`src/rtl/spi_master_multi.sv`:
```
// ---------------------------------------------------------------------------
// spi_master_multi
//
// Memory-mapped SPI master shared by all SPI devices on the Hack bus.
// Supports CS_COUNT software-controlled chip selects, SPI modes 0..3,
// 8- or 16-bit frames, a programmable sck divider and sticky overrun
// detection for writes that arrive while a frame is in flight.
//
// Ports:
//   clk    system clock
//   reset  asynchronous, active-high reset
//   load   one-cycle write strobe from the memory decoder
//   sel    register select: 0 DATA, 1 CONFIG/STATUS, 2 CS, 3 reserved
//   in     write data (CPU outM)
//   out    read data, combinational mux on sel
//   miso   serial data in
//   mosi   serial data out (idles high)
//   sck    serial clock (idles at CPOL)
//   cs     active-low chip selects, cs = ~csreg
//
// Register map:
//   write sel=1 : [0] CPHA, [1] CPOL, [2] W16, [15:8] DIV
//   read  sel=1 : {busy, ovr, 5'b0, W16, CPOL, CPHA, 6'b0}
// ---------------------------------------------------------------------------
`timescale 1ns/1ps
module spi_master_multi #(
   parameter int CS_COUNT    = 4,
   parameter int DIV_WIDTH   = 8,
   parameter int DEFAULT_DIV = 1
) (
   input  logic                clk,
   input  logic                reset,
   input  logic                load,
   input  logic [1:0]          sel,
   input  logic [15:0]         in,
   output logic [15:0]         out,
   input  logic                miso,
   output logic                mosi,
   output logic                sck,
   output logic [CS_COUNT-1:0] cs
);

   typedef enum logic {
      IDLE  = 1'b0,
      SHIFT = 1'b1
   } state_t;

   state_t state_reg, state_next;

   // configuration
   logic                 cpha_reg;
   logic                 cpol_reg;
   logic                 w16_reg;
   logic [DIV_WIDTH-1:0] div_reg;

   // transfer engine
   logic [DIV_WIDTH-1:0] div_cnt_reg;   // cycles left in the current half-period
   logic [4:0]           edge_cnt_reg;  // index of the next sck edge (0 .. 2N-1)
   logic [15:0]          tx_reg;        // outgoing bits, next bit at [15]
   logic [15:0]          rx_shift_reg;  // incoming bits, newest at [0]
   logic [15:0]          rx_reg;        // last completed frame
   logic                 sck_reg;
   logic                 mosi_reg;
   logic                 ovr_reg;
   logic [CS_COUNT-1:0]  cs_reg;

   // decoded control
   logic        busy;
   logic        half_done;
   logic        last_edge;
   logic        leading;
   logic        wr_idle;
   logic        start;
   logic [15:0] frame;
   logic [15:0] rx_word;

   always_comb begin
      busy      = (state_reg == SHIFT);
      // an sck edge happens on the clock where the half-period counter is spent
      half_done = busy && (div_cnt_reg == '0);
      last_edge = half_done && (edge_cnt_reg == (w16_reg ? 5'd31 : 5'd15));
      // sck always starts at CPOL, so even-numbered edges move away from it
      leading   = ~edge_cnt_reg[0];
      wr_idle   = load && !busy;
      start     = wr_idle && (sel == 2'd0);
      // 8-bit frames are left-justified so the shifter always emits from [15]
      frame     = w16_reg ? in : {in[7:0], 8'h00};
      // with CPHA=1 the final sample lands on the very edge that ends the
      // frame, so it is merged in here rather than taken from the shifter
      rx_word   = cpha_reg ? {rx_shift_reg[14:0], miso} : rx_shift_reg;
   end

   // -----------------------------------------------------------------------
   // FSM
   // -----------------------------------------------------------------------
   always_ff @(posedge clk or posedge reset) begin
      if (reset) begin
         state_reg <= IDLE;
      end else begin
         state_reg <= state_next;
      end
   end

   always_comb begin
      state_next = state_reg;
      case (state_reg)
         IDLE:    if (start)     state_next = SHIFT;
         SHIFT:   if (last_edge) state_next = IDLE;
         default:                state_next = IDLE;
      endcase
   end

   // -----------------------------------------------------------------------
   // Registers and shift engine
   // -----------------------------------------------------------------------
   always_ff @(posedge clk or posedge reset) begin
      if (reset) begin
         cpha_reg     <= 1'b0;
         cpol_reg     <= 1'b0;
         w16_reg      <= 1'b0;
         div_reg      <= DIV_WIDTH'(DEFAULT_DIV);
         div_cnt_reg  <= '0;
         edge_cnt_reg <= '0;
         tx_reg       <= '0;
         rx_shift_reg <= '0;
         rx_reg       <= '0;
         sck_reg      <= 1'b0;
         mosi_reg     <= 1'b1;
         ovr_reg      <= 1'b0;
         cs_reg       <= '0;
      end else begin
         // any access during a frame is dropped and flagged; the frame
         // itself carries on untouched
         if (load && busy) begin
            ovr_reg <= 1'b1;
         end

         if (wr_idle) begin
            case (sel)
               2'd0: begin
                  div_cnt_reg  <= div_reg;
                  edge_cnt_reg <= '0;
                  rx_shift_reg <= '0;
                  sck_reg      <= cpol_reg;
                  if (cpha_reg) begin
                     // first bit appears on the first leading edge
                     tx_reg <= frame;
                  end else begin
                     // MSB must already be on the line before the first edge
                     mosi_reg <= frame[15];
                     tx_reg   <= {frame[14:0], 1'b0};
                  end
               end
               2'd1: begin
                  cpha_reg <= in[0];
                  cpol_reg <= in[1];
                  w16_reg  <= in[2];
                  div_reg  <= in[8 +: DIV_WIDTH];
                  ovr_reg  <= 1'b0;
                  sck_reg  <= in[1];
               end
               2'd2: begin
                  cs_reg <= in[CS_COUNT-1:0];
               end
               default: ;
            endcase
         end

         if (half_done) begin
            div_cnt_reg  <= div_reg;
            edge_cnt_reg <= edge_cnt_reg + 5'd1;
            sck_reg      <= ~sck_reg;

            if (leading) begin
               if (cpha_reg) begin
                  mosi_reg <= tx_reg[15];
                  tx_reg   <= {tx_reg[14:0], 1'b0};
               end else begin
                  rx_shift_reg <= {rx_shift_reg[14:0], miso};
               end
            end else begin
               if (cpha_reg) begin
                  rx_shift_reg <= {rx_shift_reg[14:0], miso};
               end else if (!last_edge) begin
                  mosi_reg <= tx_reg[15];
                  tx_reg   <= {tx_reg[14:0], 1'b0};
               end
            end

            // the final edge is always a trailing edge: sck lands back on
            // CPOL, the line idles high and the completed word is published
            if (last_edge) begin
               sck_reg  <= cpol_reg;
               mosi_reg <= 1'b1;
               rx_reg   <= w16_reg ? rx_word : {8'h00, rx_word[7:0]};
            end
         end else if (busy) begin
            div_cnt_reg <= div_cnt_reg - DIV_WIDTH'(1);
         end
      end
   end

   // -----------------------------------------------------------------------
   // Read mux
   // -----------------------------------------------------------------------
   always_comb begin
      out = '0;
      case (sel)
         2'd0:    out = rx_reg;
         2'd1:    out = {busy, ovr_reg, 5'b00000, w16_reg, cpol_reg, cpha_reg, 6'b000000};
         2'd2:    out = 16'(cs_reg);
         default: out = '0;
      endcase
   end

   // -----------------------------------------------------------------------
   // Pins
   // -----------------------------------------------------------------------
   assign sck  = sck_reg;
   assign mosi = mosi_reg;

   for (genvar gi = 0; gi < CS_COUNT; gi++) begin : g_cs
      assign cs[gi] = ~cs_reg[gi];
   end

endmodule
```
`config.mk`:
```
export PLATFORM = sky130hd
export DESIGN_NAME = spi_master_multi
export DESIGN_NICKNAME = d
export VERILOG_FILES = /design/src/rtl/spi_master_multi.sv
export SDC_FILE = /design/constraint.sdc
export NUM_CORES = 1
export LEC_CHECK = 0
export ABC_CLOCK_PERIOD_IN_PS = 4300
export CORE_MARGIN = 1
export CORE_UTILIZATION = 35
export DETAILED_ROUTE_END_ITERATION = 6
export DONT_BUFFER_PORTS = 1
export HOLD_SLACK_MARGIN = 0.12
export PLACE_DENSITY = 0.56
export SLEW_MARGIN = 5
export SYNTH_ARGS = -nofsm -noshare
export SYNTH_HDL_FRONTEND = slang
export SYNTH_SLANG_ARGS = --single-unit
```
`constraint.sdc`:
```
create_clock -name clk -period 4.3 [get_ports clk]
set_input_delay 0.86 -clock clk [delete_from_list [all_inputs] [get_ports clk]]
set_output_delay 0.86 -clock clk [all_outputs]
set_load 0.1 [all_outputs]
```
==> impl_metrics.json, run 1 <==
{
  "status": "complete, no violations",
  "slowest_stage": "dfrtp_1",
  "synthArstFlopShare": 1.00,
  "required_ns": 4.52,
  "p_leak_nw": 2.07,
  "hold_class": "flip-flop to flip-flop",
  "worst_path_largest_cell_delay_ns": 0.75,
  "crit_type": "flip-flop to flip-flop",
  "core_region_area_um2": 12000,
  "p_int_mw": 1.80,
  "p_clk_frac": 0.261,
  "antenna_cells": 0,
  "antenna_found_initial": 0,
  "slew_headroom": 0.259,
  "area_delta_synth_final_pct": 10.8,
  "synthFlopType": "dfrtp_1",
  "yosysTopAreaCell": "dfrtp_1",
  "dieWidth_um": 113,
  "post-cts-setup-buffers": 0,
  "crit_chain": "or3b_2 > or3_4 > nor3_4 > mux2_2",
  "cts_made_buffers": 9,
  "power_frac_seq": 0.407,
  "layout_worst_path_cycle_share": 0.692,
  "grt_max_degree": 50,
  "synth_enable_flop_cells": 0,
  "die-area_um2": 12800,
  "cts.sinks": 80,
  "cts_resized": 0,
  "fin_crit_ns": 2.98,
  "path_depth": 4,
  "cp-start-kind": "flip-flop",
  "routed_wl_mm": 9.90,
  "rows": 40,
  "ir_drop_mv": 0.218,
  "initial_core_util": 0.359,
  "gr-total-overflow": 0,
  "clk_path_buf_depth": 2,
  "crit_path_end_kind": "flip-flop",
  "remaining_drc_errors": 0,
  "syn_nets": 451,
  "p_switching_mw": 1.14,
  "ys_types": 49,
  "path_max_fanout": 20,
  "synth_seq_cells": 80,
  "vias": 3041,
  "clock_skew_ns": 0.00646,
  "io-pin-count": 44,
  "min_path_cells": 1,
  "track_usage": 0.170,
  "fin_nets": 442,
  "yosysSeqAreaShare": 0.465,
  "power_density_nw_per_um2": 616,
  "worstPathArrival_ns": 3.20,
  "n_fill_cell": 1177,
  "drt_iter0_markers": 98,
  "yosysWarnings": 0,
  "dpl.hpwl_mm": 6.77,
  "comb_power_share": 0.333,
  "port-buffer-count": 0,
  "hold_violations": 0,
  "root_buffer": "clkbuf_16",
  "die_h_um": 113,
  "synth.area.top_cells": "dfrtp_1, mux2_2, mux2i_1, nand2_1, mux4_2",
  "path_delay_family": "simple AND/OR/NAND/NOR gates",
  "switching_share": 0.387,
  "cts_tree": "yes",
  "rsz0062_at_grt": "false",
  "cts_hold_buf": 0,
  "grt_pass1_wl_mm": 16.7,
  "syn_area_per_cell_um2": 10.1,
  "setup-tns-final_ns": 0,
  "synth_cells": 427,
  "fmax_mhz": 336,
  "drtAntennaViolNets": 0,
  "routedWlPerCell_um": 17.4,
  "avgViaCountPerCell": 5.34,
  "h-tree-depth": 3,
  "gp_congestion": 0.817,
  "post-place-ws_ns": 1.29,
  "crit_buf_inv": 0,
  "synth_top_area_share": 0.453,
  "clk_latency_ns": 0.34,
  "slew_violations": 0,
  "worstMarginPinSlew_ns": 1.11,
  "r2r_cells": 4,
  "final_cells": 570,
  "netlist_area_um2": 4310,
  "grt_pass1_vias": 3051,
  "layout-drive-gt1-share": 0.203,
  "clk_pin_slew_worst_paths_ns": 0.06,
  "dpl.cell_count": 554,
  "fin_ws_ns": 1.32,
  "finalSetupViolations": 0,
  "cap_viol_max_count": 0,
  "drt_pre_antenna_iters": 4
}
[cells by family after synthesis]
group                    Yosys count  share of synthesized area
AO/OA/AOI/OAI                     78                      0.111
XOR/XNOR                           6                     0.0122
adder cells (fa/ha/maj)            2                    0.00581
buffers and inverters             37                     0.0351
flip-flops                        80                      0.465
multiplexers                      78                      0.212
AND/OR/NAND/NOR                  146                      0.159
[through the flow]
| step | util | area (um^2) | power (mW) | hold WS [ns] |
|---|---|---|---|---|
| 5_1_grt | 0.398 | 4780 | 3.11 | 0.525 |
| 6_report | 0.398 | 4780 | 2.94 | 0.510 |
| 3_3_place_gp | 0.373 | 4480 | 2.17 | 0.489 |
| 2_1_floorplan | - | 4310 | 2.01 | 0.452 |
| 4_1_cts | 0.398 | 4780 | 2.97 | 0.510 |
| 3_5_place_dp | 0.373 | 4480 | 2.19 | 0.497 |
[power by group through the flow]
stage	sequential (mW)	combinational (mW)	clock (mW)
after floorplan	1.13	0.882	0
after global placement	1.21	0.967	0
after detailed placement	1.21	0.983	0
after CTS	1.20	0.987	0.786
after global routing	1.23	1.06	0.821
final	1.20	0.978	0.767
[worst reg2reg max path: stages, from the launching register on]
cell and delay, ns:
dfrtp_1 0.75, or3b_2 0.56, or3_4 0.44, nor3_4 0.69, mux2_2 0.42
[worst paths after layout]
| kind | startpoint | to | slack (ns) |
|---|---|---|---|
| max | busy | rx_reg[15] | 1.32 |
| min | tx_reg[9] | tx_reg[10] | 0.51 |
| max reg2reg | busy | rx_reg[15] | 1.32 |
| min reg2reg | tx_reg[9] | tx_reg[10] | 0.51 |
| max in group asynchronous | reset | mosi | 2.78 |
| min in group asynchronous | reset | tx_reg[1] | 0.56 |
[per-layer routing]
layer,vias up,GRT usage,wire [um]
met5,-,0,0
met4,0,0.0553,126
met1,1504,0.231,4740
met2,51,0.254,4360
li1,1476,-,-
met3,10,0.0605,675
[synth_stat cells, types with 2 or more instances]
master    instances
nor3b_1           3
ha_1              2
xor2_1            4
nor3_1            8
nand2_1          70
dfrtp_1          78
mux2i_1          36
a22o_1            7
nand3_1           3
a22oi_1           2
clkbuf_1         18
dfstp_2           2
xnor2_1           2
nand2b_1          3
mux2_2           35
nor2_1           29
o21ai_0          30
buf_1             3
o31ai_1           3
mux4_2            7
buf_2             4
buf_4             2
a21oi_1          22
nor2b_1           9
and2_1            8
inv_1            10
or3_1             3
a211oi_1          3
[final cells by class]
type,count,area [um^2],area share
Timing Repair Buffer,7,52.6,0.0110
Sequential cell,80,2010,0.420
Inverter,10,38.8,0.00812
Clock inverter,6,58.8,0.0123
Clock buffer,10,239,0.0500
Tap cell,147,184,0.0385
Multi-Input combinational cell,310,2200,0.460
[placed cells by master, fill, tap and decap left out, types with 2 or more instances in the layout]
| master | synthesis | layout |
|---|---|---|
| xor2_1 | 4 | 4 |
| nand2_1 | 70 | 70 |
| a211oi_1 | 3 | 3 |
| mux4_2 | 7 | 7 |
| a21oi_1 | 22 | 22 |
| o21ai_0 | 30 | 30 |
| dfrtp_1 | 78 | 77 |
| nand2b_1 | 3 | 3 |
| clkbuf_16 | 0 | 9 |
| dfstp_2 | 2 | 2 |
| buf_4 | 2 | 7 |
| mux2_2 | 35 | 35 |
| or3_1 | 3 | 3 |
| o31ai_1 | 3 | 3 |
| and2_1 | 8 | 8 |
| a22o_1 | 7 | 7 |
| nor2b_1 | 9 | 9 |
| clkinv_2 | 0 | 5 |
| ha_1 | 2 | 2 |
| inv_1 | 10 | 9 |
| nor3b_1 | 3 | 3 |
| nor2_1 | 29 | 20 |
| nor2_2 | 0 | 9 |
| nor3_1 | 8 | 8 |
| a22oi_1 | 2 | 2 |
| nand3_1 | 3 | 3 |
| mux2i_1 | 36 | 36 |
| xnor2_1 | 2 | 2 |
No activity file was read; power rests on OpenSTA's default activity.
==> run 2: changes to the inputs <==
--- a/config.mk
+++ b/config.mk
@@ -5,13 +5,13 @@
 export SDC_FILE = /design/constraint.sdc
 export NUM_CORES = 1
 export LEC_CHECK = 0
-export ABC_CLOCK_PERIOD_IN_PS = 4300
+export ABC_CLOCK_PERIOD_IN_PS = 2700
 export CORE_MARGIN = 1
 export CORE_UTILIZATION = 35
 export DETAILED_ROUTE_END_ITERATION = 6
 export DONT_BUFFER_PORTS = 1
 export HOLD_SLACK_MARGIN = 0.12
-export PLACE_DENSITY = 0.56
+export PLACE_DENSITY = 0.58
 export SLEW_MARGIN = 5
 export SYNTH_ARGS = -nofsm -noshare
 export SYNTH_HDL_FRONTEND = slang
==> constraint.sdc (replaced) <==
create_clock -name clk -period 2.7 [get_ports clk]
set_input_delay 0.54 -clock clk [delete_from_list [all_inputs] [get_ports clk]]
set_output_delay 0.54 -clock clk [all_outputs]
set_load 0.1 [all_outputs]
==> run 2 against run 1 <==
Total power is 65% higher. Sequential cell count stayed put. Die area stayed put. Sequential power is 62% higher. Clock power is 69% higher. Setup slack worse by 1.1 ns. Non-clock buffer count is 26 higher. Hold slack worse by 0.40 ns.
==> impl_metrics.json, run 2 (synthesis gave the netlist of run 1 again) <==
{
  "crit_type": "flip-flop to flip-flop",
  "clk_latency_ns": 0.34,
  "utilization": 0.416,
  "cp-start-kind": "flip-flop",
  "gp_congestion": 0.806,
  "hold_class": "input pin to asynchronous set/reset pin",
  "remaining_drc_errors": 0,
  "slew_headroom": 0.352,
  "final_cells": 596,
  "path_max_fanout": 12,
  "drt_iter0_markers": 164,
  "stdcell_area_um2": 5000,
  "rsz0062_at_grt": "false",
  "grt_pass1_vias": 3196,
  "clk_path_buf_depth": 2,
  "initial_core_util": 0.359,
  "final_cell_mix": "dfrtp_1, nand2_1, mux2i_1",
  "routedWlPerCell_um": 16.5,
  "crit_chain": "or3_1 > or3_4 > nor3_4 > mux2_2",
  "crit_path_end_kind": "flip-flop",
  "io-pin-count": 44,
  "fin_nets": 468,
  "fmax_mhz": 412,
  "required_ns": 2.93,
  "rows": 40,
  "die_h_um": 113,
  "layout-drive-gt1-share": 0.247,
  "postPlaceCellArea_um2": 4680,
  "track_usage": 0.169,
  "clock_skew_ns": 0.00706,
  "root_buffer": "clkbuf_16",
  "antenna_found_initial": 0,
  "dpl.cell_count": 580,
  "cts_tree": "yes",
  "drt_pre_antenna_iters": 5,
  "port-buffer-count": 0,
  "die-area_um2": 12800,
  "hold_violations": 0,
  "cts_made_buffers": 9,
  "dieWidth_um": 113,
  "dpl.hpwl_mm": 6.97,
  "final_common_cell": "dfrtp_1",
  "worst_path_largest_cell_delay_ns": 0.52,
  "h-tree-depth": 3,
  "fin_crit_ns": 2.43,
  "slew_violations": 0,
  "status": "complete, no violations",
  "power_density_nw_per_um2": 969,
  "cts_resized": 0,
  "p_total_mw": 4.84,
  "vias": 3122,
  "grt_pass1_wl_mm": 16.8,
  "area_delta_synth_final_pct": 15.9,
  "grt_max_degree": 37,
  "fin_ws_ns": 0.272,
  "post-cts-setup-buffers": 0,
  "post-place-ws_ns": 0.253,
  "cts_hold_buf": 0,
  "worstMarginPinSlew_ns": 0.971,
  "p_leak_nw": 2.21,
  "antenna_cells": 0,
  "avgViaCountPerCell": 5.24,
  "cap_viol_max_count": 0,
  "ir_drop_mv": 0.438,
  "cts.sinks": 80,
  "worstPathArrival_ns": 2.65,
  "routed_wl_mm": 9.85,
  "drtAntennaViolNets": 0,
  "core_region_area_um2": 12000,
  "layout_worst_path_cycle_share": 0.899,
  "gr-total-overflow": 0,
  "finalSetupViolations": 0,
  "clk_pin_slew_worst_paths_ns": 0.06,
  "slowest_stage": "or3_4"
}
-- run 2: routing by layer --
metal	up-vias	GRT usage	wire (um)
met3	10	0.0471	503
li1	1527	-	-
met4	0	0.0526	93
met2	56	0.274	4590
met1	1529	0.221	4660
met5	-	0	0
-- run 2: cell type report --
type                            instances  area [um^2]
Sequential cell                        80         2010
Tap cell                              147          184
Inverter                               10         38.8
Multi-Input combinational cell        310         2190
Clock buffer                           14          284
Fill cell                            1179         7020
Timing Repair Buffer                   33          260
Clock inverter                          2         35.0
-- run 2: critical path, delay by kind of cell, from the launching register on --
kind,cells,cell delay [ns]
AND/OR/NAND/NOR,3,1.50
flip-flops,1,0.42
multiplexers,1,0.39
-- run 2: power by group --
| group | switching [mW] | internal, mW | leakage (nW) |
|---|---|---|---|
| logic | 0.924 | 0.680 | 1.02 |
| registers | 0.425 | 1.51 | 1.03 |
| clock network | 0.484 | 0.816 | 0.159 |
-- run 2: path summary, 6_finish.rpt --
check                               startpoint  slack [ns]  depth (start not counted)         endpoint
worst max-delay path            div_cnt_reg[3]        0.27                          4       rx_reg[10]
worst max register to register  div_cnt_reg[3]        0.27                          4       rx_reg[10]
min in group clk                          miso        0.32                          2  rx_shift_reg[0]
worst min register to register      rx_reg[13]        0.50                          1       rx_reg[13]
worst min-delay path                     reset        0.11                          1       tx_reg[12]
max in group asynchronous                reset        1.97                          2  rx_shift_reg[2]
-- run 2: stage by stage --
| step | hold slack (ns) | TNS [ns] |
|---|---|---|
| 2_1_floorplan | 0.452 | -1.02 |
| 3_3_place_gp | 0.482 | 0 |
| 3_5_place_dp | 0.491 | 0 |
| 4_1_cts | 0.131 | 0 |
| 5_1_grt | 0.152 | 0 |
| 6_report | 0.111 | 0 |
==> run 3: changes to the inputs <==
--- a/config.mk
+++ b/config.mk
@@ -7,11 +7,12 @@
 export LEC_CHECK = 0
 export ABC_CLOCK_PERIOD_IN_PS = 2700
 export CORE_MARGIN = 1
-export CORE_UTILIZATION = 35
+export CORE_UTILIZATION = 45
 export DETAILED_ROUTE_END_ITERATION = 6
 export DONT_BUFFER_PORTS = 1
 export HOLD_SLACK_MARGIN = 0.12
-export PLACE_DENSITY = 0.58
+export MAX_ROUTING_LAYER = met4
+export PLACE_DENSITY = 0.69
 export SLEW_MARGIN = 5
 export SYNTH_ARGS = -nofsm -noshare
 export SYNTH_HDL_FRONTEND = slang
==> run 3 against run 2 <==
First-iteration DRC count up 12%. Utilization up 11 points. Register-to-register slack lost 0.04 ns. Largest cell class unchanged. Routed wire length is 0.41% lower. Hold slack improved by 0.023 ns. Clock skew increased by 0.0043 ns. Setup slack worse by 0.041 ns.
==> impl_metrics.json, run 3 (synthesis gave the netlist of run 1 again) <==
{
  "ir_drop_mv": 0.433,
  "fin_crit_ns": 2.47,
  "cp-start-kind": "flip-flop",
  "grt_max_degree": 81,
  "cts_made_buffers": 9,
  "clk_latency_ns": 0.35,
  "io-pin-count": 44,
  "critPathLaunch": "div_cnt_reg[3]",
  "die_h_um": 99.9,
  "cap_viol_max_count": 0,
  "final_common_cell": "dfrtp_1",
  "r2r_cells": 4,
  "die-area_um2": 9970,
  "final_cell_mix": "dfrtp_1, nand2_1, mux2i_1",
  "p_total_mw": 4.61,
  "cts.sinks": 80,
  "track_usage": 0.215,
  "p_int_mw": 2.82,
  "grt_pass1_vias": 3192,
  "rows": 35,
  "port-buffer-count": 0,
  "post-cts-setup-buffers": 0,
  "cts_hold_buf": 0,
  "setup-tns-final_ns": 0,
  "comb_power_share": 0.338,
  "utilization": 0.530,
  "rr_startpoint": "div_cnt_reg[3]",
  "layout-drive-gt1-share": 0.248,
  "slew_violations": 0,
  "h-tree-depth": 3,
  "cts_resized": 0,
  "p_clk_frac": 0.239,
  "worstMarginPinSlew_ns": 0.940,
  "gp_congestion": 0.846,
  "hold_class": "input pin to asynchronous set/reset pin",
  "postPlaceCellArea_um2": 4650,
  "p_switching_mw": 1.79,
  "n_fill_cell": 823,
  "crit_type": "flip-flop to flip-flop",
  "drt_pre_antenna_iters": 5,
  "stdcell_area_um2": 4900,
  "routed_wl_mm": 9.81,
  "vias": 3184,
  "power_frac_seq": 0.423,
  "drt_iter0_markers": 184,
  "fin_nets": 467,
  "layout_worst_path_cycle_share": 0.915,
  "clock_skew_ns": 0.0114,
  "clk_path_buf_depth": 2,
  "r2r_end": "tx_reg[15]",
  "core_region_area_um2": 9240,
  "area_delta_synth_final_pct": 13.7,
  "power_density_nw_per_um2": 940,
  "remaining_drc_errors": 0,
  "switching_share": 0.388,
  "clk_pin_slew_worst_paths_ns": 0.09,
  "dpl.hpwl_mm": 6.63,
  "rsz0062_at_grt": "false",
  "crit_path_end_kind": "flip-flop",
  "drtAntennaViolNets": 0,
  "status": "complete, no violations",
  "required_ns": 2.93,
  "initial_core_util": 0.466,
  "antenna_cells": 0,
  "r2r_slack_ns": 0.23,
  "endpoint": "tx_reg[15]",
  "antenna_found_initial": 0,
  "slew_headroom": 0.373,
  "root_buffer": "clkbuf_8",
  "gr-total-overflow": 0,
  "finalSetupViolations": 0,
  "routedWlPerCell_um": 17.0,
  "avgViaCountPerCell": 5.52,
  "cts_tree": "yes",
  "worstPathArrival_ns": 2.70,
  "p_leak_nw": 2.17,
  "dieWidth_um": 99.9,
  "hold_violations": 0,
  "grt_pass1_wl_mm": 16.2,
  "fmax_mhz": 405,
  "path_max_fanout": 16
}
run 3: area by class of cell:
cell class	count	area, um^2	area share
inverters	10	38.8	0.00792
repair buffers	32	253	0.0516
multi-input cells	310	2190	0.447
clock buffers	10	138	0.0281
well taps	129	161	0.0329
clock inverters	6	115	0.0235
flip-flops and latches	80	2010	0.409
run 3: worst min path at each step:
stage / slack (ns) / cells after the start / from / end
CTS: 0.17 / 2 / reset / div_cnt_reg[3]
detailed placement: 0.49 / 1 / rx_reg[10] / rx_reg[10]
global route: 0.17 / 2 / reset / div_cnt_reg[5]
global placement: 0.49 / 1 / rx_reg[12] / rx_reg[12]
finish: 0.13 / 2 / reset / div_cnt_reg[3]
floorplan: 0.45 / 2 / div_reg[5] / div_cnt_reg[5]
run 3: per-layer routing:
| layer | track usage | up-vias | wire length [um] |
|---|---|---|---|
| li1 | - | 1522 | - |
| met1 | 0.267 | 1560 | 4350 |
| met2 | 0.359 | 93 | 4770 |
| met3 | 0.0536 | 9 | 569 |
| met4 | 0.0407 | 0 | 115 |
| met5 | - | - | 0 |
run 3: stage by stage:
stage | setup slack (ns) | instances | hold slack [ns]
after floorplan | -0.124 | 427 | 0.452
after global placement | 0.322 | 561 | 0.486
after detailed placement | 0.257 | 561 | 0.488
after CTS | 0.208 | 577 | 0.167
after global routing | 0.128 | 577 | 0.168
final | 0.231 | 577 | 0.134
run 3: worst max-delay path, cell delays in order (launching register included):
cell,delay [ns]
dfrtp_1,0.43
or3_1,0.51
or3_4,0.53
a21oi_4,0.47
mux2_2,0.40
run 3: power by group through the flow:
stage / logic (mW) / clock network, mW / registers [mW]
after detailed placement: 1.55 / 0 / 1.97
after global placement: 1.52 / 0 / 1.96
after global routing: 1.70 / 1.17 / 2.00
after floorplan: 1.41 / 0 / 1.79
final: 1.56 / 1.10 / 1.95
after CTS: 1.57 / 1.12 / 1.95
